$ cat src/rtl/taxi_trip_ctrl_pkg.sv
// Shared definitions for the taxi trip controller: state encoding,
// tariff bundle type and the default day/night tariffs (all BCD).
package taxi_trip_ctrl_pkg;

  typedef enum logic [1:0] {
    ST_IDLE    = 2'd0,
    ST_HIRED   = 2'd1,
    ST_WAITING = 2'd2,
    ST_SETTLE  = 2'd3
  } state_e;

  // One tariff = start fare, fare per 10 m pulse, fare per wait unit.
  typedef struct packed {
    logic [11:0] s_fare;
    logic [11:0] dist_fare;
    logic [11:0] wait_fare;
  } tariff_t;

  localparam logic [15:0] DEF_WAIT_TIMEOUT    = 16'd50000;

  localparam logic [11:0] DEF_DAY_S_FARE      = 12'h300;
  localparam logic [11:0] DEF_DAY_DIST_FARE   = 12'h003;
  localparam logic [11:0] DEF_DAY_WAIT_FARE   = 12'h050;

  localparam logic [11:0] DEF_NIGHT_S_FARE    = 12'h400;
  localparam logic [11:0] DEF_NIGHT_DIST_FARE = 12'h004;
  localparam logic [11:0] DEF_NIGHT_WAIT_FARE = 12'h070;

  // Choose the tariff bundle for a trip from the night_mode sample.
  function automatic tariff_t pick_tariff(input logic night,
                                          input tariff_t day_t,
                                          input tariff_t night_t);
    return night ? night_t : day_t;
  endfunction

endpackage

$ cat src/rtl/taxi_trip_ctrl_pulse_sync_edge.sv
// Brings the raw distance sensor level into the clk domain and turns each
// synchronised rising edge into a registered one-cycle strobe. The strobe
// appears three clock edges after the raw edge is first sampled.
module pulse_sync_edge (
  input  logic clk,
  input  logic rst,
  input  logic async_i,
  output logic pulse_o
);

  logic sync1_q;
  logic sync2_q;
  logic prev_q;
  logic pulse_q;
  logic pulse_d;

  assign pulse_d = sync2_q & ~prev_q;

  // Two-flop synchroniser, edge history and registered strobe.
  always_ff @(posedge clk or posedge rst) begin
    if (rst) begin
      sync1_q <= 1'b0;
      sync2_q <= 1'b0;
      prev_q  <= 1'b0;
      pulse_q <= 1'b0;
    end else begin
      sync1_q <= async_i;
      sync2_q <= sync1_q;
      prev_q  <= sync2_q;
      pulse_q <= pulse_d;
    end
  end

  assign pulse_o = pulse_q;

endmodule

$ cat src/rtl/taxi_trip_ctrl.sv
// Taxi trip controller: runs the trip state machine, decides when the cab
// is waiting (no distance pulses for WAIT_TIMEOUT cycles), and latches the
// day or night tariff for the fare meter at the start of each trip.
module taxi_trip_ctrl
  import taxi_trip_ctrl_pkg::*;
#(
  parameter logic [15:0] WAIT_TIMEOUT    = DEF_WAIT_TIMEOUT,
  parameter logic [11:0] DAY_S_FARE      = DEF_DAY_S_FARE,
  parameter logic [11:0] DAY_DIST_FARE   = DEF_DAY_DIST_FARE,
  parameter logic [11:0] DAY_WAIT_FARE   = DEF_DAY_WAIT_FARE,
  parameter logic [11:0] NIGHT_S_FARE    = DEF_NIGHT_S_FARE,
  parameter logic [11:0] NIGHT_DIST_FARE = DEF_NIGHT_DIST_FARE,
  parameter logic [11:0] NIGHT_WAIT_FARE = DEF_NIGHT_WAIT_FARE
) (
  input  logic        clk,
  input  logic        rst,
  input  logic        start_btn,
  input  logic        stop_btn,
  input  logic        pay_done,
  input  logic        night_mode,
  input  logic        ten_meter_pulse,
  output logic        en,
  output logic        wait_en,
  output logic        meter_clr,
  output logic [11:0] s_fare,
  output logic [11:0] distance_fare_per_pulse,
  output logic [11:0] wait_fare_per_unit,
  output logic        dist_pulse,
  output logic [1:0]  state
);

  localparam tariff_t DAY_TARIFF   = '{s_fare: DAY_S_FARE,
                                       dist_fare: DAY_DIST_FARE,
                                       wait_fare: DAY_WAIT_FARE};
  localparam tariff_t NIGHT_TARIFF = '{s_fare: NIGHT_S_FARE,
                                       dist_fare: NIGHT_DIST_FARE,
                                       wait_fare: NIGHT_WAIT_FARE};

  state_e      state_q;
  logic        en_q;
  logic        wait_en_q;
  logic        meter_clr_q;
  logic [15:0] idle_cnt_q;
  logic [15:0] idle_cnt_d;
  tariff_t     tariff_q;
  tariff_t     tariff_d;
  logic        dist_pulse_w;
  logic        timeout_w;
  logic        trip_start_w;

  pulse_sync_edge u_pulse_sync_edge (
    .clk     (clk),
    .rst     (rst),
    .async_i (ten_meter_pulse),
    .pulse_o (dist_pulse_w)
  );

  assign trip_start_w = (state_q == ST_IDLE) && start_btn;

  // Last quiet cycle before waiting: a distance pulse in this cycle wins.
  assign timeout_w = (idle_cnt_q >= (WAIT_TIMEOUT - 16'd1)) && !dist_pulse_w;

  // Idle counter next value: counts pulse-less cycles while hired,
  // saturates at WAIT_TIMEOUT, and rests at zero outside an active trip.
  always_comb begin
    idle_cnt_d = idle_cnt_q;
    case (state_q)
      ST_HIRED: begin
        if (dist_pulse_w) begin
          idle_cnt_d = '0;
        end else if (idle_cnt_q < WAIT_TIMEOUT) begin
          idle_cnt_d = idle_cnt_q + 16'd1;
        end
      end
      ST_WAITING: begin
        if (dist_pulse_w) begin
          idle_cnt_d = '0;
        end
      end
      default: idle_cnt_d = '0;
    endcase
  end

  // Idle counter register.
  always_ff @(posedge clk or posedge rst) begin
    if (rst) begin
      idle_cnt_q <= '0;
    end else begin
      idle_cnt_q <= idle_cnt_d;
    end
  end

  // Trip FSM with registered enables; stop beats distance beats timeout.
  always_ff @(posedge clk or posedge rst) begin
    if (rst) begin
      state_q     <= ST_IDLE;
      en_q        <= 1'b0;
      wait_en_q   <= 1'b0;
      meter_clr_q <= 1'b0;
    end else begin
      meter_clr_q <= 1'b0;
      case (state_q)
        ST_IDLE: begin
          if (start_btn) begin
            state_q     <= ST_HIRED;
            en_q        <= 1'b1;
            wait_en_q   <= 1'b0;
            meter_clr_q <= 1'b1;
          end
        end
        ST_HIRED: begin
          if (stop_btn) begin
            state_q   <= ST_SETTLE;
            en_q      <= 1'b0;
            wait_en_q <= 1'b0;
          end else if (timeout_w) begin
            state_q   <= ST_WAITING;
            wait_en_q <= 1'b1;
          end
        end
        ST_WAITING: begin
          if (stop_btn) begin
            state_q   <= ST_SETTLE;
            en_q      <= 1'b0;
            wait_en_q <= 1'b0;
          end else if (dist_pulse_w) begin
            state_q   <= ST_HIRED;
            wait_en_q <= 1'b0;
          end
        end
        ST_SETTLE: begin
          if (pay_done) begin
            state_q <= ST_IDLE;
          end
        end
        default: begin
          state_q   <= ST_IDLE;
          en_q      <= 1'b0;
          wait_en_q <= 1'b0;
        end
      endcase
    end
  end

  // Tariff chosen from night_mode only in the start cycle; held all trip.
  always_comb begin
    tariff_d = tariff_q;
    if (trip_start_w) begin
      tariff_d = pick_tariff(night_mode, DAY_TARIFF, NIGHT_TARIFF);
    end
  end

  // Tariff latch; reset falls back to the day tariff.
  always_ff @(posedge clk or posedge rst) begin
    if (rst) begin
      tariff_q <= DAY_TARIFF;
    end else begin
      tariff_q <= tariff_d;
    end
  end

  assign state                   = state_q;
  assign en                      = en_q;
  assign wait_en                 = wait_en_q;
  assign meter_clr               = meter_clr_q;
  assign dist_pulse              = dist_pulse_w;
  assign s_fare                  = tariff_q.s_fare;
  assign distance_fare_per_pulse = tariff_q.dist_fare;
  assign wait_fare_per_unit      = tariff_q.wait_fare;

endmodule

$ cat config.mk
export PLATFORM = sky130hd
export DESIGN_NAME = taxi_trip_ctrl
export DESIGN_NICKNAME = d
export VERILOG_FILES = /design/src/rtl/taxi_trip_ctrl_pkg.sv /design/src/rtl/taxi_trip_ctrl_pulse_sync_edge.sv /design/src/rtl/taxi_trip_ctrl.sv
export SDC_FILE = /design/constraint.sdc
export NUM_CORES = 1
export LEC_CHECK = 0
export ABC_CLOCK_PERIOD_IN_PS = 5200
export CAP_MARGIN = 0
export CORE_MARGIN = 8
export CORE_UTILIZATION = 51
export DETAILED_ROUTE_END_ITERATION = 8
export PLACE_DENSITY = 0.83
export SLEW_MARGIN = 20
export SYNTH_ARGS = -nofsm -noshare
export SYNTH_HDL_FRONTEND = slang
export SYNTH_SLANG_ARGS = --single-unit
$ cat constraint.sdc
create_clock -name clk -period 5.2 [get_ports clk]
set_input_delay 1.04 -clock clk [delete_from_list [all_inputs] [get_ports clk]]
set_output_delay 1.04 -clock clk [all_outputs]
set_load 0.02 [all_outputs]
==> results by group, run 1 <==
Setup path
  • Worst reg2reg path endpoint: idle_cnt_q[4]
  • Crit-path max FO: 5
  • Worst path depth: 1
  • Crit Path Category: reg2out
  • CP endpoint kind: output pin
  • CP top delay family: buffers and inverters
  • Crit path launch type: flop
  • Cell Chain, Critical Path: clkdlybuf4s50_1
  • CP peak stage delay: between 0.6 and 0.7 ns
  • Crit path to: s_fare[9]
  • RR Startpoint: state[1]
  • Slowest stage cell, crit path: clkdlybuf4s50_1
  • Critical Path Start: s_fare[9]
  • Worst EP arrival: approximately 1.5 ns
  • Reg2reg setup slack: 2.78 ns
  • R2R depth: 6
  • Buf+Inv Stages, Crit Path: 1
  • Worst EP required: ~4.2 ns

Flow run
  • Max cap viols: 0

Floorplan
  • Ports: a little under 50
  • Core area: between 3000 and 4000 um^2
  • Die H: roughly 75 um
  • Die W: between 70 and 80 um
  • Die area: roughly 5600 um^2
  • Row cnt: 21
  • Initial Util: 0.5287

STA
  • Worst Skew: around 0.01 ns
  • Post-route minimum period: approximately 2.6 ns
  • Final setup TNS: 0 ns
  • Worst Hold Slack: roughly 0.37 ns
  • Hold Fails Final Rpt: 0
  • Final worst-path cycle share: 0.4915
  • Worst slew margin: 0.3784
  • # setup viols final: 0
  • Max Clock Freq: between 300 and 400 MHz
  • RSZ-0062 raised after global routing: no
  • Max Transition Viols Final: 0
  • Actual slew at the worst max-slew pin: slightly above 0.9 ns

Yosys
  • Largest family of logic cells by synthesized area: simple AND/OR/NAND/NOR gates
  • Avg Inst Size Synth: ~9.8 um^2
  • Post-synthesis xor/xnor area fraction: 0.04003
  • Cell Area, Synth: ~1800 um^2
  • Ys flop type: dfrtp_1
  • Post-synth EDFFs: 0
  • Post-Synth Simple-Gate Area: 0.1980
  • Post-synthesis sequential area ratio: 0.3867
  • Area contributors post-synth: dfrtp_1 (37%), buf_4 (15%), ha_1 (5.0%), xnor2_1 (4.0%), nor2_1 (2.6%)
  • #FFs+latches synth: 27
  • Compound-Gate Fraction of Synth Area: 0.1372
  • Mux contribution to synthesized area: 0.01787
  • Post-synthesis instance total: approximately 180
  • Netlist cell types: 44
  • Yosys warning count: 0
  • Yosys top cell by area: dfrtp_1
  • Synth Area in Adders: 0.05004
  • Synth top area share: 0.3717
  • Ys async rst share: 1.000

Power and ir drop
  • Max VDD drop: 0.0003278 V
  • Design Power: 0.7111 mW
  • PwrDens: 380.4 nW/um^2
  • Lkg Pwr: 0.7804 nW

Clocking
  • Clock root buffer: clkbuf_4
  • Worst skew pair latency: 0.33 ns
  • Total CTS buffers: 3
  • Post-CTS setup buffer count: 0
  • CTS H-tree depth: 1
  • Clock sinks: 27
  • Max clock buf depth: 2
  • Cts repair resizes: 0
  • Cts hold-fix bufs: 0
  • Clock-pin slew on the worst setup and hold paths: 0.15 ns
  • CTS tree: done

Global route
  • Overflow after GRT: 0
  • Total global-route track usage: 0.1169
  • Largest net degree at the start of global routing: 28
  • First-pass GRT wire length: 5.099 mm
  • Vias in the first global route: 1,150
  • Initial antenna violation count: 0

Routing
  • Initial DRC count: 36
  • Routed Antenna Nets: 0
  • Drt pass-1 iters: 4
  • Post-Route WL: between 3 and 4 mm
  • Vias: ~1,200
  • WL/cell: about 13 um
  • Drt drc: 0
  • Vias/cell: ~4.9

Outcome
  • Outcome: finished, final reports clean

Hold path
  • Worst hold path startpoint: u_pulse_sync_edge.sync1_q
  • Hold crit path type: reg2reg

Layout
  • Area growth syn-to-layout: 6.790%
  • Final #Nets: 208
  • Proportion of layout cells with a drive suffix above 1: 0.07772
  • Post-layout instance area: between 1500 and 2000 um^2
  • Ant diodes: 0

Placed design
  • DP Wirelength: 2.438 mm
  • Gpl congestion: between 0.8 and 0.9
  • DP Area: between 1500 and 2000 um^2
  • PortBufs: 19
## layout make-up
cell class	count	area [um^2]
Timing Repair Buffer	19	190.2
Sequential cell	27	676.9
Fill cell	319	1441
Clock buffer	3	22.52
Multi-Input combinational cell	136	888.4
Tap cell	46	57.56
Clock inverter	1	7.507
Inverter	7	26.28
## worst min path at each step
stage	to	slack, ns	cells past startpoint
final	u_pulse_sync_edge.sync2_q	0.37	0
after global routing	u_pulse_sync_edge.sync2_q	0.38	0
after floorplan	u_pulse_sync_edge.sync2_q	0.33	0
after detailed placement	u_pulse_sync_edge.sync2_q	0.34	0
after global placement	u_pulse_sync_edge.sync2_q	0.34	0
after CTS	u_pulse_sync_edge.sync2_q	0.38	0
## synthesized netlist by cell type (all sizes together), types with 3 or more instances
cell / number
o2111ai: 3
buf: 35
nor4b: 4
a21oi: 7
o21ai: 9
nor2b: 4
o2bb2ai: 4
nor3: 6
nand2: 10
xnor2: 8
nor2: 12
ha: 7
nand2b: 5
inv: 7
dfrtp: 26
## state kept, by name (all words and copies together) (netlist names)
name	cells
en	1
idle_cnt_q	16
meter_clr	1
s_fare	2
state	2
u_pulse_sync_edge.prev_q	1
u_pulse_sync_edge.pulse_o	1
u_pulse_sync_edge.sync1_q	1
u_pulse_sync_edge.sync2_q	1
wait_en	1
## through the flow
stage | utilization | worst slack (ns) | std cells
CTS | 0.5635 | 2.627 | 239
global placement | 0.5544 | 2.747 | 235
global route | 0.5646 | 2.586 | 239
finish | 0.5646 | 2.644 | 239
floorplan | - | 3.358 | 206
detailed placement | 0.5544 | 2.694 | 235
## power by group
part,internal [mW],total (mW),switching [mW]
clock network,0.0295,0.0926,0.0631
logic,0.142,0.342,0.200
registers,0.242,0.276,0.0340
total,0.414,0.711,0.298
## cells by family (layout without fill, tap and decap cells)
logic type,count (synthesis),in the layout
adders and majority gates,7,7
xor gates and xnor gates,8,8
DFF,27,27
other,2,29
AOI/OAI and AO/OA,33,33
and+or+nand+nor,56,56
buffers and inverters,43,30
muxes,3,3
## metal layers
layer  GRT usage  part of all wire  up-vias
li1            -                 -      590
met3     0.02695             0.038        5
met2      0.1878              0.51       28
met4     0.05217             0.013        0
met5           0                 0        -
met1      0.1450              0.44      547
## cells in the final DEF, fill, tap and decap left out, types with 2 or more instances in the layout
cell type | synthesis | layout
clkbuf_4 | 0 | 3
nor2b_1 | 4 | 4
nand2_1 | 10 | 10
nor2_1 | 12 | 12
and4_1 | 2 | 2
xnor2_1 | 8 | 8
nand4_1 | 2 | 2
o21bai_1 | 2 | 2
o2bb2ai_1 | 4 | 4
o21ai_0 | 7 | 7
nand2b_1 | 5 | 5
and3_1 | 2 | 2
o21ai_1 | 2 | 2
or3_1 | 2 | 2
nor4b_2 | 3 | 3
a21oi_1 | 7 | 6
conb_1 | 2 | 29
inv_1 | 7 | 6
o2111ai_2 | 2 | 2
dfrtp_1 | 26 | 26
ha_1 | 7 | 7
clkdlybuf4s50_1 | 0 | 19
mux2i_1 | 2 | 2
nor3_1 | 6 | 6
No activity file was read; power rests on OpenSTA's default activity.
==> inputs of run 2 (changes only) <==
ABC_CLOCK_PERIOD_IN_PS = 2100   (was 5200)
CORE_UTILIZATION = 43   (was 51)
PLACE_DENSITY = 0.75   (was 0.83)
clock period = 2.1 ns   (was 5.2 ns; I/O delays follow)
==> results by group, run 2 (synthesis gave the netlist of run 1 again) <==
Power and ir drop
  • Net switching power: 0.7489 mW (+150%)
  • PwrDens: 967.8 nW/um^2 (+150%)
  • Lkg Pwr: 0.8200 nW (+5.1%)
  • Clock Power Share: 0.159 (+0.029)
  • Switching share of power: 0.4000 (-0.01835)
  • Comb pwr share: 0.482 (about the same)
  • Max VDD drop: 0.0006884 V (+110%)
  • Reg power frac: 0.359 (-0.029)
  • Pint: 1.123 mW (+170%)

STA
  • Final worst-path cycle share: 0.8956
  • # setup viols final: 0 (unchanged)
  • RSZ-0062 raised after global routing: no
  • Max Clock Freq: roughly 530 MHz
  • Post-route minimum period: 1.881 ns
  • Worst Skew: 0.002677 ns (-0.007280 ns)
  • Max Transition Viols Final: 0 (unchanged)
  • Final setup TNS: 0 ns (unchanged)
  • Hold Fails Final Rpt: 0 (unchanged)

Layout
  • Commonest cells after routing, fill and taps aside: conb_1 (29), dfrtp_1 (26), clkdlybuf4s50_1 (19), nor2_1 (12), nand2_1 (10)
  • Commonest non-fill, non-tap cell in the layout: conb_1
  • Reg area: 676.9 um^2 (unchanged)
  • Final core utilization: 0.4871 (-0.07754)
  • Area growth syn-to-layout: 10.51%
  • Largest reg by FF count: idle_cnt_q
  • Ant diodes: 0 (unchanged)
  • Area of the multi-input gates: 884.6 um^2 (-0.42%)
  • Filler cells: 382 (+20%)
  • Largest register FFs: 16 (unchanged)
  • Final #Nets: 214 (+2.9%)
  • Proportion of layout cells with a drive suffix above 1: 0.1005 (+0.02278)

Routing
  • Drt pass-1 iters: 4 (unchanged)
  • Drt drc: 0 (unchanged)
  • Routed Antenna Nets: 0 (unchanged)
  • Vias: 1,194 (+2.1%)
  • WL/cell: 12.71 um (-3.1%)
  • Vias/cell: 4.795 (-2.0%)
  • Initial DRC count: 51 (+42%)
  • Post-Route WL: 3.165 mm (+0.99%)

Setup path
  • CP peak stage delay: 0.61 ns (about the same)
  • CP top delay family: buffers and inverters
  • Worst EP required: 1.68 ns (-2.48 ns)
  • Crit path launch type: flop
  • Crit-path max FO: 5 (unchanged)
  • Cell Chain, Critical Path: clkdlybuf4s50_1
  • Buf+Inv Stages, Crit Path: 1 (unchanged)
  • Crit Path Category: reg2out
  • CP endpoint kind: output pin
  • Worst EP arrival: 1.46 ns (-0.06 ns)
  • Slowest stage cell, crit path: clkdlybuf4s50_1

Clocking
  • Total CTS buffers: 3 (unchanged)
  • Worst skew pair latency: 0.27 ns (-0.06 ns)
  • Clock sinks: 27 (unchanged)
  • Clock-pin slew on the worst setup and hold paths: 0.09 ns (-0.06 ns)
  • CTS tree: done
  • CTS H-tree depth: 1 (unchanged)
  • Clock root buffer: clkbuf_8
  • Post-CTS setup buffer count: 0 (unchanged)
  • Max clock buf depth: 2 (unchanged)
  • Cts hold-fix bufs: 0 (unchanged)
  • Cts repair resizes: 0 (unchanged)

Global route
  • Total global-route track usage: 0.1022 (-0.01472)
  • Overflow after GRT: 0 (unchanged)
  • Largest net degree at the start of global routing: 28 (unchanged)
  • Initial antenna violation count: 0 (unchanged)
  • Vias in the first global route: 1,210 (+5.2%)
  • First-pass GRT wire length: 5.361 mm (+5.1%)

Outcome
  • Outcome: finished, final reports clean

Floorplan
  • Die H: 79.80 um (+7.0%)
  • Die area: 6368 um^2 (+14%)
  • Initial Util: 0.4408 (-0.08795)
  • Ports: 49 (unchanged)
  • Die W: 79.80 um (+7.0%)
  • Core area: 3971 um^2 (+20%)
  • Row cnt: 23 (+9.5%)

Hold path
  • Hold crit path type: reg2reg

Placed design
  • DP Wirelength: 2.410 mm (-1.2%)
  • Gpl congestion: 0.8107 (-2.8%)
  • PortBufs: 19 (unchanged)

Flow run
  • Max cap viols: 0 (unchanged)
run 2: worst paths after layout:
path                                            from                        end  slack, ns  cells past startpoint
min in group asynchronous                        rst  u_pulse_sync_edge.sync1_q       0.49                      3
hold / removal             u_pulse_sync_edge.sync1_q  u_pulse_sync_edge.sync2_q       0.36                      0
setup / recovery                           s_fare[9]                  s_fare[9]       0.22                      1
setup reg to reg                      idle_cnt_q[13]                   state[1]       0.22                      5
max in group asynchronous                        rst                  s_fare[9]       1.31                      3
hold reg to reg            u_pulse_sync_edge.sync1_q  u_pulse_sync_edge.sync2_q       0.36                      0
run 2: through the flow:
step | power (mW) | hold WS [ns] | cell area [um^2] | std cells | setup slack, ns
global route | 2.005 | 0.3658 | 1934 | 249 | 0.08140
finish | 1.872 | 0.3609 | 1934 | 249 | 0.2192
floorplan | 1.332 | 0.3312 | 1852 | 206 | 0.2578
detailed placement | 1.586 | 0.3420 | 1886 | 245 | 0.1546
global placement | 1.574 | 0.3361 | 1886 | 245 | 0.2467
CTS | 1.891 | 0.3643 | 1934 | 249 | 0.2012
run 2: cell type report:
type | instances | share of cell area
timing repair buffer | 25 | 0.1216
clock inverter | 1 | 0.003881
clock buffer | 3 | 0.02135
tap | 50 | 0.03234
multi-input combinational | 136 | 0.4573
sequential | 27 | 0.3499
inverter | 7 | 0.01358
run 2: power by group through the flow:
stage                     clock network (mW)  registers, mW  logic, mW
after floorplan                            0          0.746      0.586
after global placement                     0          0.677      0.897
after detailed placement                   0          0.683      0.903
after CTS                              0.311          0.673      0.907
after global routing                   0.327          0.685      0.994
final                                  0.297          0.672      0.903
run 2: layer usage:
| layer | vias up | part of all wire | track usage |
|---|---|---|---|
| met4 | 0 | 0.012 | 0.04000 |
| met3 | 4 | 0.053 | 0.02365 |
| met1 | 567 | 0.47 | 0.1329 |
| met5 | - | 0 | 0 |
| met2 | 28 | 0.46 | 0.1597 |
| li1 | 595 | - | - |
